[src/rtl/mc_control.sv]
// mc_control: multi-cycle instruction sequencer (Moore FSM).
// Optional feature: define MC_MEM_WAIT_EN to make FETCH/MEMRD/MEMWR stall
// until mem_ready; otherwise mem_ready is ignored and memory states take one cycle.
module mc_control (
    input  logic       clk,
    input  logic       rst_n,
    input  logic [5:0] op,
    input  logic       mem_ready,
    output logic       mem_req,
    output logic       mem_wr,
    output logic       iord,
    output logic       ir_wr,
    output logic       pc_wr,
    output logic       pc_wr_cond,
    output logic [1:0] pc_src,
    output logic       alu_src_a,
    output logic [1:0] alu_src_b,
    output logic [1:0] alu_sel,
    output logic       reg_wr,
    output logic [1:0] reg_dst,
    output logic [1:0] mem_to_reg,
    output logic       instr_done,
    output logic       illegal,
    output logic [3:0] state
);

    typedef enum logic [3:0] {
        S_FETCH   = 4'd0,
        S_DECODE  = 4'd1,
        S_MEMADR  = 4'd2,
        S_MEMRD   = 4'd3,
        S_MEMWB   = 4'd4,
        S_MEMWR   = 4'd5,
        S_REXE    = 4'd6,
        S_RWB     = 4'd7,
        S_IEXE    = 4'd8,
        S_IWB     = 4'd9,
        S_BRANCH  = 4'd10,
        S_JUMP    = 4'd11,
        S_JAL     = 4'd12,
        S_ILLEGAL = 4'd13
    } state_t;

    state_t r_state;
    state_t w_next;
    logic   w_ready;
    logic   w_ir_wr;
    logic   w_pc_wr;

`ifdef MC_MEM_WAIT_EN
    assign w_ready = mem_ready;
`else
    // Memory always completes in one cycle; keep the port referenced.
    logic w_unused_ready;
    assign w_unused_ready = mem_ready;
    assign w_ready        = 1'b1;
`endif

    // State register; reset forces FETCH without waiting for a clock edge.
    always_ff @(posedge clk or negedge rst_n) begin
        if (!rst_n) r_state <= S_FETCH;
        else        r_state <= w_next;
    end

    // Next-state logic, including opcode dispatch from DECODE.
    always_comb begin
        w_next = S_FETCH;
        case (r_state)
            S_FETCH:  w_next = w_ready ? S_DECODE : S_FETCH;
            S_DECODE: begin
                case (op)
                    6'b000000:                         w_next = S_REXE;
                    6'b100011, 6'b100000, 6'b100100,
                    6'b101011, 6'b101000:              w_next = S_MEMADR;
                    6'b001001, 6'b001010, 6'b001011,
                    6'b001100, 6'b001101, 6'b001110,
                    6'b001111:                         w_next = S_IEXE;
                    6'b000001, 6'b000100, 6'b000101,
                    6'b000110, 6'b000111:              w_next = S_BRANCH;
                    6'b000010:                         w_next = S_JUMP;
                    6'b000011:                         w_next = S_JAL;
                    default:                           w_next = S_ILLEGAL;
                endcase
            end
            S_MEMADR:  w_next = op[3] ? S_MEMWR : S_MEMRD;
            S_MEMRD:   w_next = w_ready ? S_MEMWB : S_MEMRD;
            S_MEMWR:   w_next = w_ready ? S_FETCH : S_MEMWR;
            S_REXE:    w_next = S_RWB;
            S_IEXE:    w_next = S_IWB;
            S_ILLEGAL: w_next = S_ILLEGAL;
            default:   w_next = S_FETCH;   // single-cycle states and unused codes
        endcase
    end

    // Moore output decode; only the FETCH/MEMWR strobes look at mem_ready.
    always_comb begin
        mem_req    = 1'b0;
        mem_wr     = 1'b0;
        iord       = 1'b0;
        w_ir_wr    = 1'b0;
        w_pc_wr    = 1'b0;
        pc_wr_cond = 1'b0;
        pc_src     = 2'b00;
        alu_src_a  = 1'b0;
        alu_src_b  = 2'b00;
        alu_sel    = 2'b00;
        reg_wr     = 1'b0;
        reg_dst    = 2'b00;
        mem_to_reg = 2'b00;
        instr_done = 1'b0;
        illegal    = 1'b0;
        case (r_state)
            S_FETCH: begin
                mem_req   = 1'b1;
                alu_src_b = 2'b01;
                w_ir_wr   = w_ready;
                w_pc_wr   = w_ready;
            end
            S_DECODE: alu_src_b = 2'b11;
            S_MEMADR: begin
                alu_src_a = 1'b1;
                alu_src_b = 2'b10;
            end
            S_MEMRD: begin
                mem_req = 1'b1;
                iord    = 1'b1;
            end
            S_MEMWB: begin
                reg_wr     = 1'b1;
                mem_to_reg = 2'b01;
                instr_done = 1'b1;
            end
            S_MEMWR: begin
                mem_req    = 1'b1;
                iord       = 1'b1;
                mem_wr     = 1'b1;
                instr_done = w_ready;
            end
            S_REXE: begin
                alu_src_a = 1'b1;
                alu_sel   = 2'b10;
            end
            S_RWB: begin
                reg_wr     = 1'b1;
                reg_dst    = 2'b01;
                instr_done = 1'b1;
            end
            S_IEXE: begin
                alu_src_a = 1'b1;
                alu_src_b = 2'b10;
                alu_sel   = 2'b11;
            end
            S_IWB: begin
                reg_wr     = 1'b1;
                instr_done = 1'b1;
            end
            S_BRANCH: begin
                alu_src_a  = 1'b1;
                alu_sel    = 2'b01;
                pc_wr_cond = 1'b1;
                pc_src     = 2'b01;
                instr_done = 1'b1;
            end
            S_JUMP: begin
                w_pc_wr    = 1'b1;
                pc_src     = 2'b10;
                instr_done = 1'b1;
            end
            S_JAL: begin
                w_pc_wr    = 1'b1;
                pc_src     = 2'b10;
                reg_wr     = 1'b1;
                reg_dst    = 2'b10;
                mem_to_reg = 2'b10;
                instr_done = 1'b1;
            end
            S_ILLEGAL: illegal = 1'b1;
            default: ;
        endcase
    end

    // Reset parks the FSM in FETCH; keep its fetch strobes quiet while held.
    assign ir_wr = w_ir_wr & rst_n;
    assign pc_wr = w_pc_wr & rst_n;
    assign state = r_state;

endmodule

[config.mk]
export PLATFORM = sky130hd
export DESIGN_NAME = mc_control
export DESIGN_NICKNAME = d
export VERILOG_FILES = /design/src/rtl/mc_control.sv
export SDC_FILE = /design/constraint.sdc
export NUM_CORES = 1
export LEC_CHECK = 0
export CAP_MARGIN = 15
export CORE_MARGIN = 2
export CORE_UTILIZATION = 34
export DETAILED_ROUTE_END_ITERATION = 8
export MAX_ROUTING_LAYER = met4
export PLACE_DENSITY = 0.71
export SYNTH_ARGS = -nofsm -noshare
export SYNTH_HDL_FRONTEND = slang
export SYNTH_SLANG_ARGS = --single-unit
[constraint.sdc]
create_clock -name clk -period 1.9 [get_ports clk]
set_input_delay 0.475 -clock clk [delete_from_list [all_inputs] [get_ports clk]]
set_output_delay 0.475 -clock clk [all_outputs]
set_load 0.02 [all_outputs]
; ---- After elaboration in Yosys (flattened, before gate mapping)
; Memories as Yosys holds them, arrays and structs flattened.
; Cells that the tools add are included.
[totals]
ff_bits = 4
romBits = 256
word_cells = 43
memories = 1
[mem_list]
columns = memory, words, width, read_ports, rd_clocked_by_memory_dff, write_ports, line_no
row1 = (no name shown), 64, 4, 1, 0, 0, 71  ; case (op)
[op_classes]
eq_ne = 13
muxes = 17
bitwise = 2
n_reduce_logical = 9
[ops]
columns = cell, count
row1 = $pmux W4 S7, 1
row2 = $eq A4 B4 Y1 const B, 6
row3 = $eq A4 B3 Y1 const B, 4
row4 = $pmux W2 S2, 3
row5 = $pmux W2 S3, 2
row6 = $mux W1, 10
row7 = $eq A4 B2 Y1 const B, 2
row8 = $reduce_or A4 Y1, 2
row9 = $reduce_or A7 Y1, 1
row10 = $reduce_or A2 Y1, 3
row11 = $reduce_or A3 Y1, 2
row12 = $eq A4 B1 Y1 const B, 1
row13 = $logic_not A4 Y1, 1
row14 = $mux W3, 1
row15 = $and A1 B1 Y1, 2

; ---- Logic depth before layout (Yosys ltp)
; Gate-level depths: netlist (run 1).
[logic_depth]
word_depth = 4
depth_mapped = 6
mapped_depth_nobuf = 6

; ---- Worst setup path before layout (run 1)
; OpenSTA, ideal clock, no wires.
[synth_path]
path_kind = register -> output
startpoint = reg r_state[0] (netlist: state[0])
endpoint = out iord
arrival_time_ns = 1.481
path_slack_ns = -0.056
path_stages_with_launch = 4
cell_sequence = dfrtp_1 -> buf_2 -> clkbuf_1 -> nor3b_1
[synth_between]
elab_chain_cells = 3
elab_cells_between_ends = 4
[synth_lines]
columns = item, line_no
row1 = "start, declared", 44  ; state_t r_state;
row2 = "start signal, assigned", 62  ; else r_state <= w_next;
row3 = $eq A4 B3 Y1 / $eq A4 B2 Y1 (equally long branches), 112  ; case (r_state)
row4 = $reduce_or A2 Y1 (no line) *, --
row5 = $mux W1 *, 112
row6 = "end, declared", 11  ; output logic iord,
; Mark *: on every way between the ends. The rest lies on a longest branch, timed or not.

; ---- Final worst setup path (run 1)
[layout_path]
startpoint = reg r_state[1] (netlist: state[1])
endpoint = out mem_req
[layout_between]
elab_chain_cells = 3
elab_cells_between_ends = 5
[layout_lines]
columns = item, line_no
row1 = $eq A4 B3 Y1 (tied with other cells), 112
row2 = $reduce_or A3 Y1 (no line) *, --
row3 = $mux W1 *, 112
row4 = "end, declared", 9  ; output logic mem_req,
; Marks and branches as above.

==> results of run 1 <==
-- through the flow --
stage	util, %	area [sq um]	total power [W]	cells	setup slack, ps
after floorplan	-	623.1	0.0001037	90	-1.451
after global placement	66.52	1136	0.0001316	165	-305.0
after detailed placement	66.52	1136	0.0001344	165	-318.8
after CTS	68.50	1170	0.0002462	172	-112.5
after global routing	71.79	1226	0.0002532	171	-74.66
final	71.79	1226	0.0002449	171	-32.06
-- layout make-up --
class / count / area, sq um
clock buffer: 3 / 22.52
fill: 154 / 481.7
inverter: 5 / 18.77
multi-input combinational: 73 / 541.8
sequential: 4 / 103.9
tap: 25 / 31.28
timing repair buffer: 61 / 508.0
-- power by group --
part	internal, W	switching, W	total, W
clock network	0.0000710	0.0000402	0.000111
registers	0.0000856	0	0.0000856
logic	0.0000270	0.0000211	0.0000481
total	0.000184	0.0000613	0.000245
-- layer usage --
layer | track usage [%] | up-vias | share of wire, % | routed length (um)
li1 | - | 427 | - | -
met1 | 21.60 | 370 | 38 | 761
met2 | 41.11 | 29 | 55 | 1101
met3 | 1.569 | 3 | 5.3 | 106
met4 | 6.857 | 0 | 1.5 | 29
met5 | - | - | 0 | 0
-- cells in the final DEF (no fill, tap or decap), types with 4 or more instances in the layout --
| master | synthesis | final |
|---|---|---|
| buf_4 | 2 | 32 |
| nor2_1 | 12 | 10 |
| buf_6 | 0 | 8 |
| clkdlybuf4s50_1 | 0 | 7 |
| buf_2 | 4 | 6 |
| inv_1 | 5 | 5 |
| nor3_1 | 5 | 5 |
| nand2_1 | 6 | 5 |
| o21ai_0 | 9 | 4 |
| o21ai_1 | 0 | 4 |
| a21oi_1 | 6 | 4 |
| dlygate4sd2_1 | 0 | 4 |
-- repair_timing --
action / CTS / global route
buffers inserted: 4 / 0
gates cloned: 0 / 0
setup endpoints to repair: 22 / 14
gates resized for setup: 97 / 31
pin swaps: 3 / 6
-- cell families after synthesis --
| group | after synthesis | synth area share (%) |
|---|---|---|
| mux | 3 | 4.868 |
| buf+inv | 13 | 10.14 |
| xor+xnor | 1 | 1.420 |
| flops | 4 | 16.23 |
| compound gates | 21 | 22.72 |
| fa+ha+maj | 3 | 6.086 |
| simple gates | 45 | 38.54 |
-- worst paths after layout --
path                          start       end  slack (ps)  cells past startpoint
setup reg to reg           state[1]  state[2]         480                      6
setup / recovery           state[1]   mem_req         -30                      7
hold / removal                rst_n  state[1]         560                      2
hold reg to reg            state[2]  state[0]         780                      3
min in group clk           state[2]  state[0]         780                      3
max in group asynchronous     rst_n  state[2]        1220                      2
==> run metrics, run 1 <==
run status complete, but fails checks; violated checks negative setup slack; syn_nets 102; top post-synthesis cells by count nor2_1, o21ai_0, a21oi_1, nand2_1; Die Ht 46.60 um; ys async rst share 100.0%; Crit path arrival time 1460 ps; Pleak 0.5886 nW; TritonCTS buffer count 3; CP Launch Type register; antenna-violating nets left 0; Detail Placement HPWL 1.533 mm; router iterations before antenna repair 4; worst hold path type input pin to asynchronous set/reset pin; final setup margin -32.06 ps; Core ar. 1708 sq um; area share of the largest cell type after synthesis 16.23%; Clock Sinks 4; Die Wd 46.60 um; flops & latches, synth 4; synthesized cell area 616.8 sq um; clk slew on worst S/H paths 40 ps; Post-synth EDFFs 0; Post-route DRC 0; VDD IR max 0.0002595 V; total power per unit cell area 199.7 nW/um^2; count leader, synth nor2_1; vias in the first global route 795; Post-Synthesis Mean Instance Area 6.854 sq um; final setup vio count 2; area delta synth->final 98.78%; largest net degree at the start of global routing 17; transition time of the tightest slew-check pin 233.9 ps; initial core utilization 36.12%; CP top delay family flip-flops; global-route wire length before repair 3.201 mm; worst path bufs/invs 3; Setup TNS -35.34 ps; FMAX 517.6 MHz; H-tree level count 1; IO Count 33; Largest register FFs 4; post-synthesis cell type count 31; GRT Resource Usage Total 21.05%; Layout Skew 6.190 ps; number of port buffers 31; worst-skew pair later-pin latency 240 ps; routability cong. 0.8290; Root Buffer clkbuf_4; slowest CP cell dfrtp_2; crit-path cells buf_6, buf_12, nand2b_4, and3_4, a21oi_2, nor2_1, buf_4; Worst Path Max Fanout 4; GR Overflow Total 0; Crit path largest cell delay 430 ps; diode count 0; Final #Nets 160; Mapped Cells 90; via count 829; std cell rows 15; cts hold-fix bufs 0; Synth Warn # 0; CTS max path bufs 2; Final period util 101.7%; RSZ-0062 raised after global routing yes; Iteration-0 DRC Markers 5; top cells by area, synth dfrtp_1, o21ai_0, nor2_1; Synth Flop Type dfrtp_1; Setup crit end kind primary output; layout cell share with drive strength beyond 1 52.05%; Max Slew Vio Count 0; kind of critical path register to primary output; sequential fraction of the synthesis area 16.23%; Routed Wire Length 1.998 mm; Slew headroom 84.28%; antenna violations before repair 0; max-cap violations 0; die footprint 2171 sq um; cell taking the most area after synthesis dfrtp_1; CTS tree built; Vias per Instance 4.848; Hold Vio Cnt, Final 0; drt wl/cell 11.68 um; Tmin final 1932 ps; hold_ws 561.7 ps; required time of the critical path 1420 ps
Power figures use the tool's default switching activity.
==> inputs of run 2 (changes only) <==
--- a/config.mk
+++ b/config.mk
@@ -6,11 +6,12 @@
 export NUM_CORES = 1
 export LEC_CHECK = 0
 export CAP_MARGIN = 15
-export CORE_MARGIN = 2
+export CORE_MARGIN = 8
 export CORE_UTILIZATION = 34
 export DETAILED_ROUTE_END_ITERATION = 8
 export MAX_ROUTING_LAYER = met4
 export PLACE_DENSITY = 0.71
+export REMOVE_ABC_BUFFERS = 1
 export SYNTH_ARGS = -nofsm -noshare
 export SYNTH_HDL_FRONTEND = slang
 export SYNTH_SLANG_ARGS = --single-unit
==> run 2 against run 1 <==
The run still ends with negative setup slack left. Worst hold slack gained 26 ps. Final area grew 5.2%. First-iteration DRC count grew 40%. Sequential power is essentially flat. Via count grew 5.3%. Register-to-register slack lost 50 ps. Clock-buffer cell count is the same. Maximum frequency shrank 0.27%. Global-route usage shrank 7.1 points. Cell count grew 3.5%. Critical endpoint is now pc_wr. Largest cell class unchanged. Largest power group unchanged. Highest routed layer unchanged.
==> run metrics, run 2 (synthesis gave the netlist of run 1 again) <==
run status complete, but fails checks; violated checks negative setup slack; area of the multi-input gates 558.0 sq um; transition time of the tightest slew-check pin 214.8 ps; global-route wire length before repair 3.815 mm; clk slew on worst S/H paths 40 ps; CP Launch Point state[0]; routability cong. 0.8128; Vias per Instance 4.932; Crit path largest cell delay 460 ps; Final #Nets 166; antenna violations before repair 0; RSZ-0062 raised after global routing yes; max-cap violations 0; worst hold path type input pin to asynchronous set/reset pin; Post-route DRC 0; TritonCTS buffer count 3; Layout Skew 8.242 ps; final setup vio count 6; Crit path arrival time 1460 ps; Hold Vio Cnt, Final 0; IO Count 33; # fillers 128; drt wl/cell 14.63 um; Detail Placement HPWL 1.796 mm; commonest non-fill, non-tap cell in the layout buf_4; CTS max path bufs 2; FMAX 516.2 MHz; GRT Resource Usage Total 13.91%; Reg-to-Reg Start state[1]; Die Ht 58.60 um; worst-skew pair later-pin latency 250 ps; initial core utilization 36.12%; Seq. cell area 103.9 sq um; Pwr Total 0.0002509 W; slowest CP cell dfrtp_2; final setup margin -37.25 ps; required time of the critical path 1420 ps; H-tree level count 1; cts hold-fix bufs 0; final cell count without fillers 177; placed cells 168; Tmin final 1937 ps; antenna-violating nets left 0; number of port buffers 31; Worst Path Max Fanout 7; via count 873; Largest register FFs 4; router iterations before antenna repair 4; GR Overflow Total 0; diode count 0; Final period util 102.0%; Slew headroom 85.57%; VDD IR max 0.0002772 V; Pleak 0.6311 nW; die footprint 3433 sq um; CP Launch Type register; area delta synth->final 109.1%; Max Slew Vio Count 0; Root Buffer clkbuf_4; kind of critical path register to primary output; vias in the first global route 857; CTS tree built; crit-path cells or3_4, a21oi_2, o21a_1, buf_6; Die Wd 58.60 um; Core ar. 1708 sq um; std cell rows 15; layout cell share with drive strength beyond 1 55.92%; largest net degree at the start of global routing 11; Clock Sinks 4; Setup crit end kind primary output; setup slack, reg-to-reg 430 ps; commonest cells after routing, fill and taps aside buf_4, nor2_1, buf_6; total power per unit cell area 194.5 nW/um^2; Iteration-0 DRC Markers 7; Routed Wire Length 2.589 mm
run 2: cell count changes in the layout (fill, tap and decap cells not counted), moves of 2 or more:
cell | previous run | this run
buf_4 | 32 | 35
o21ai_0 | 4 | 7
and3_4 | 1 | 3
buf_6 | 8 | 10
o21ai_1 | 4 | 2
run 2: area by class of cell:
type | count | share of cell area [%]
flip-flops and latches | 4 | 8.050
clock buffers | 3 | 1.746
multi-input cells | 73 | 43.26
well taps | 25 | 2.425
repair buffers | 67 | 43.06
inverters | 5 | 1.455
run 2: worst paths after layout:
path                            end  cells past startpoint
max                           pc_wr                      4
min                        state[1]                      2
min in group clk           state[3]                      3
max reg2reg                state[2]                      6
min reg2reg                state[3]                      3
max in group asynchronous  state[2]                      2
run 2: report_power, final:
part	switching, W	total (W)	internal [W]	leakage [nW]
clock	0.0000451	0.000116	0.0000713	0.0138
combinational	0.0000211	0.0000489	0.0000279	0.579
sequential	0	0.0000855	0.0000855	0.0379
total	0.0000662	0.000251	0.000185	0.631
run 2: what timing repair did:
action / 4_1_cts / 5_1_grt
buffers inserted: 3 / 3
gates resized for setup: 89 / 42
pin swaps: 0 / 4
setup endpoints to repair: 24 / 20
run 2: through the flow:
step	TNS, ps	instance area, sq um	utilization, %	hold WS (ps)	worst slack [ps]
finish	-80.93	1290	75.53	587.6	-37.25
floorplan	-186.5	573.1	-	179.4	-186.5
global route	-373.7	1290	75.53	591.9	-77.47
CTS	-144.3	1157	67.77	567.7	-72.12
global placement	-2804	1140	66.74	765.5	-317.7
detailed placement	-3416	1140	66.74	776.3	-313.6
run 2: metal layers:
layer  vias up  part of all wire, %  wire length [um]  track usage [%]
met4         0                 0.97                25            4.778
met3         3                  6.9               179            4.348
met1       402                   42              1098            14.53
met5         -                    0                 0                -
li1        436                    -                 -                -
met2        32                   50              1286            24.25
run 2: critical path, delay by kind of cell (launching register included):
family / cells / cell delay (ps)
flops: 1 / 460
simple gates: 1 / 350
compound gates: 2 / 280
buf+inv: 1 / 110
==> inputs of run 3 (changes only) <==
--- a/config.mk
+++ b/config.mk
@@ -12,6 +12,7 @@
 export MAX_ROUTING_LAYER = met4
 export PLACE_DENSITY = 0.71
 export REMOVE_ABC_BUFFERS = 1
+export SLEW_MARGIN = 5
 export SYNTH_ARGS = -nofsm -noshare
 export SYNTH_HDL_FRONTEND = slang
 export SYNTH_SLANG_ARGS = --single-unit
==> results of run 3 <==
Same layout as run 2: the final DEF is identical, and so are final timing and power.
==> RTL change, RTL diff (config.mk and constraints of run 3) <==
Add a define of `MC_MEM_WAIT_EN`.
--- a/src/rtl/mc_control.sv
+++ b/src/rtl/mc_control.sv
@@ -3,2 +3,4 @@
 // until mem_ready; otherwise mem_ready is ignored and memory states take one cycle.
+`define MC_MEM_WAIT_EN
+
 module mc_control (
Formal check against the unedited RTL: not equivalent (Yosys sat finds a counterexample within 4 cycles, from zero or initial values and one cycle with rst_n low).
==> RTL change against run 3 <==
The run still ends with setup timing left. First-iteration DRC count increased to 4.3 times the old value. Sequential cell count is the same. Routed wire length grew 13%. Clock skew down 0.0033 ns. Die area increased by 9.9%. Worst setup slack better by 0.016 ns. Final area is 8.6% higher. Hold slack worse by 0.013 ns. Area after synthesis is 14% higher. Critical path type unchanged. Largest cell class is now buffers. Highest routed layer unchanged.
Power is left out: it rests on default switching activity, and per cell area and clock period it moved more than threefold.
==> RTL change: results (changes against run 3) <==
[drt]
num_vias = 1046  ; +20%
drtIter0Drc = 30  ; +23
totalWireLength_um = 2940  ; +13%

[logic_synthesis]
synthAdderAreaFrac = 0.0535  ; -0.00738
synth_xor_area_frac = 0.0250  ; +0.0108
syn_inst = 106  ; +18%
yosysWarnings = 0  ; unchanged
synth_mux_area_frac = 0.0446  ; -0.00412
seq_area_frac_synth = 0.143  ; -0.0197
yosys-top-cells-count = 18 x nor2_1, 11 x nand2_1, 7 x buf_2
yosysUniqueCellTypes = 40  ; +29%
synth_compound_area_frac = 0.269  ; +0.0420

[sta]
fin_worst_skew_ns = 0.00491  ; -0.00334 ns
tns_ns = -0.0488  ; +0.0322 ns
finalWorstSetupSlack_ns = -0.0213  ; +0.0159 ns
hold_slack_ns = 0.575  ; -0.0126 ns
relSlewSlack = 0.729  ; -0.127
finalSetupViolCount = 4  ; -2

[global_routing]
grt_use_total = 0.137  ; -0.00236
grt_pass1_wl_um = 3830  ; +0.37%
grt_pass1_vias = 931  ; +8.6%

[status]
violations = setup timing
outcome = finished, violations left

[place]
dp_hpwl_um = 2030  ; +13%
place_ws_ns = -0.649  ; -0.335 ns
gp_congestion = 0.817  ; +0.53%
place_area_um2 = 1280  ; +12%

[worst_setup_path]
regToRegStartpoint = state[3]$_DFF_PN0_
rrSetupSlack_ns = 0.11  ; -0.32 ns
critPathMaxFanout = 6  ; -1

[clock_tree]
cts_root_buf = clkbuf_4
clk_latency_ns = 0.23  ; -0.02 ns
cts-buffers-inserted = 3  ; unchanged

[layout]
layout-drive-gt1-share = 0.522  ; -0.0367
fin_nets = 192  ; +16%

==> RTL change: cell count changes after synthesis, sizes merged, moves of 3 or more <==
cell and change:
and3 -4, nand2 +5, nor2 +6, o22ai +3
==> RTL change: cell families after synthesis <==
logic type      count (synthesis)
simple gates                   51
compound gates                 28
buf+inv                        15
flops                           4
mux                             3
fa+ha+maj                       3
xor+xnor                        2
==> RTL change: worst max path at each step <==
| stage | startpoint | end | slack [ns] | depth (start not counted) |
|---|---|---|---|---|
| after floorplan | state[0]$_DFF_PN0_ | instr_done | -0.19 | 3 |
| after global placement | mem_ready | instr_done | -0.59 | 4 |
| after CTS | state[3]$_DFF_PN0_ | instr_done | -0.05 | 5 |
| final | state[0]$_DFF_PN0_ | alu_src_b[1] | -0.02 | 6 |
| after detailed placement | mem_ready | instr_done | -0.65 | 4 |
| after global routing | state[3]$_DFF_PN0_ | instr_done | -0.08 | 5 |
==> RTL change: cell type report <==
cell class / instances / area, um^2
fill: 172 / 561
inverter: 5 / 18.8
sequential: 4 / 105
tap: 27 / 33.8
clock buffer: 3 / 22.5
multi-input combinational: 87 / 597
timing repair buffer: 79 / 624
==> RTL change: per-layer routing <==
| metal | wire [um] | global-route usage | part of all wire | vias to the layer above |
|---|---|---|---|---|
| met2 | 1480 | 0.257 | 0.50 | 48 |
| met3 | 193 | 0.0251 | 0.066 | 4 |
| met4 | 25 | 0.0682 | 0.0085 | 0 |
| met1 | 1230 | 0.130 | 0.42 | 478 |
| li1 | - | - | - | 516 |
| met5 | 0 | - | 0 | - |
==> RTL change: repair_timing <==
action / in CTS / in global routing
endpoints found under the setup margin: 26 / 16
pin swaps: 1 / 13
buffers inserted: 6 / 5
hold buffers: 0 / 0
gates resized for setup: 89 / 38
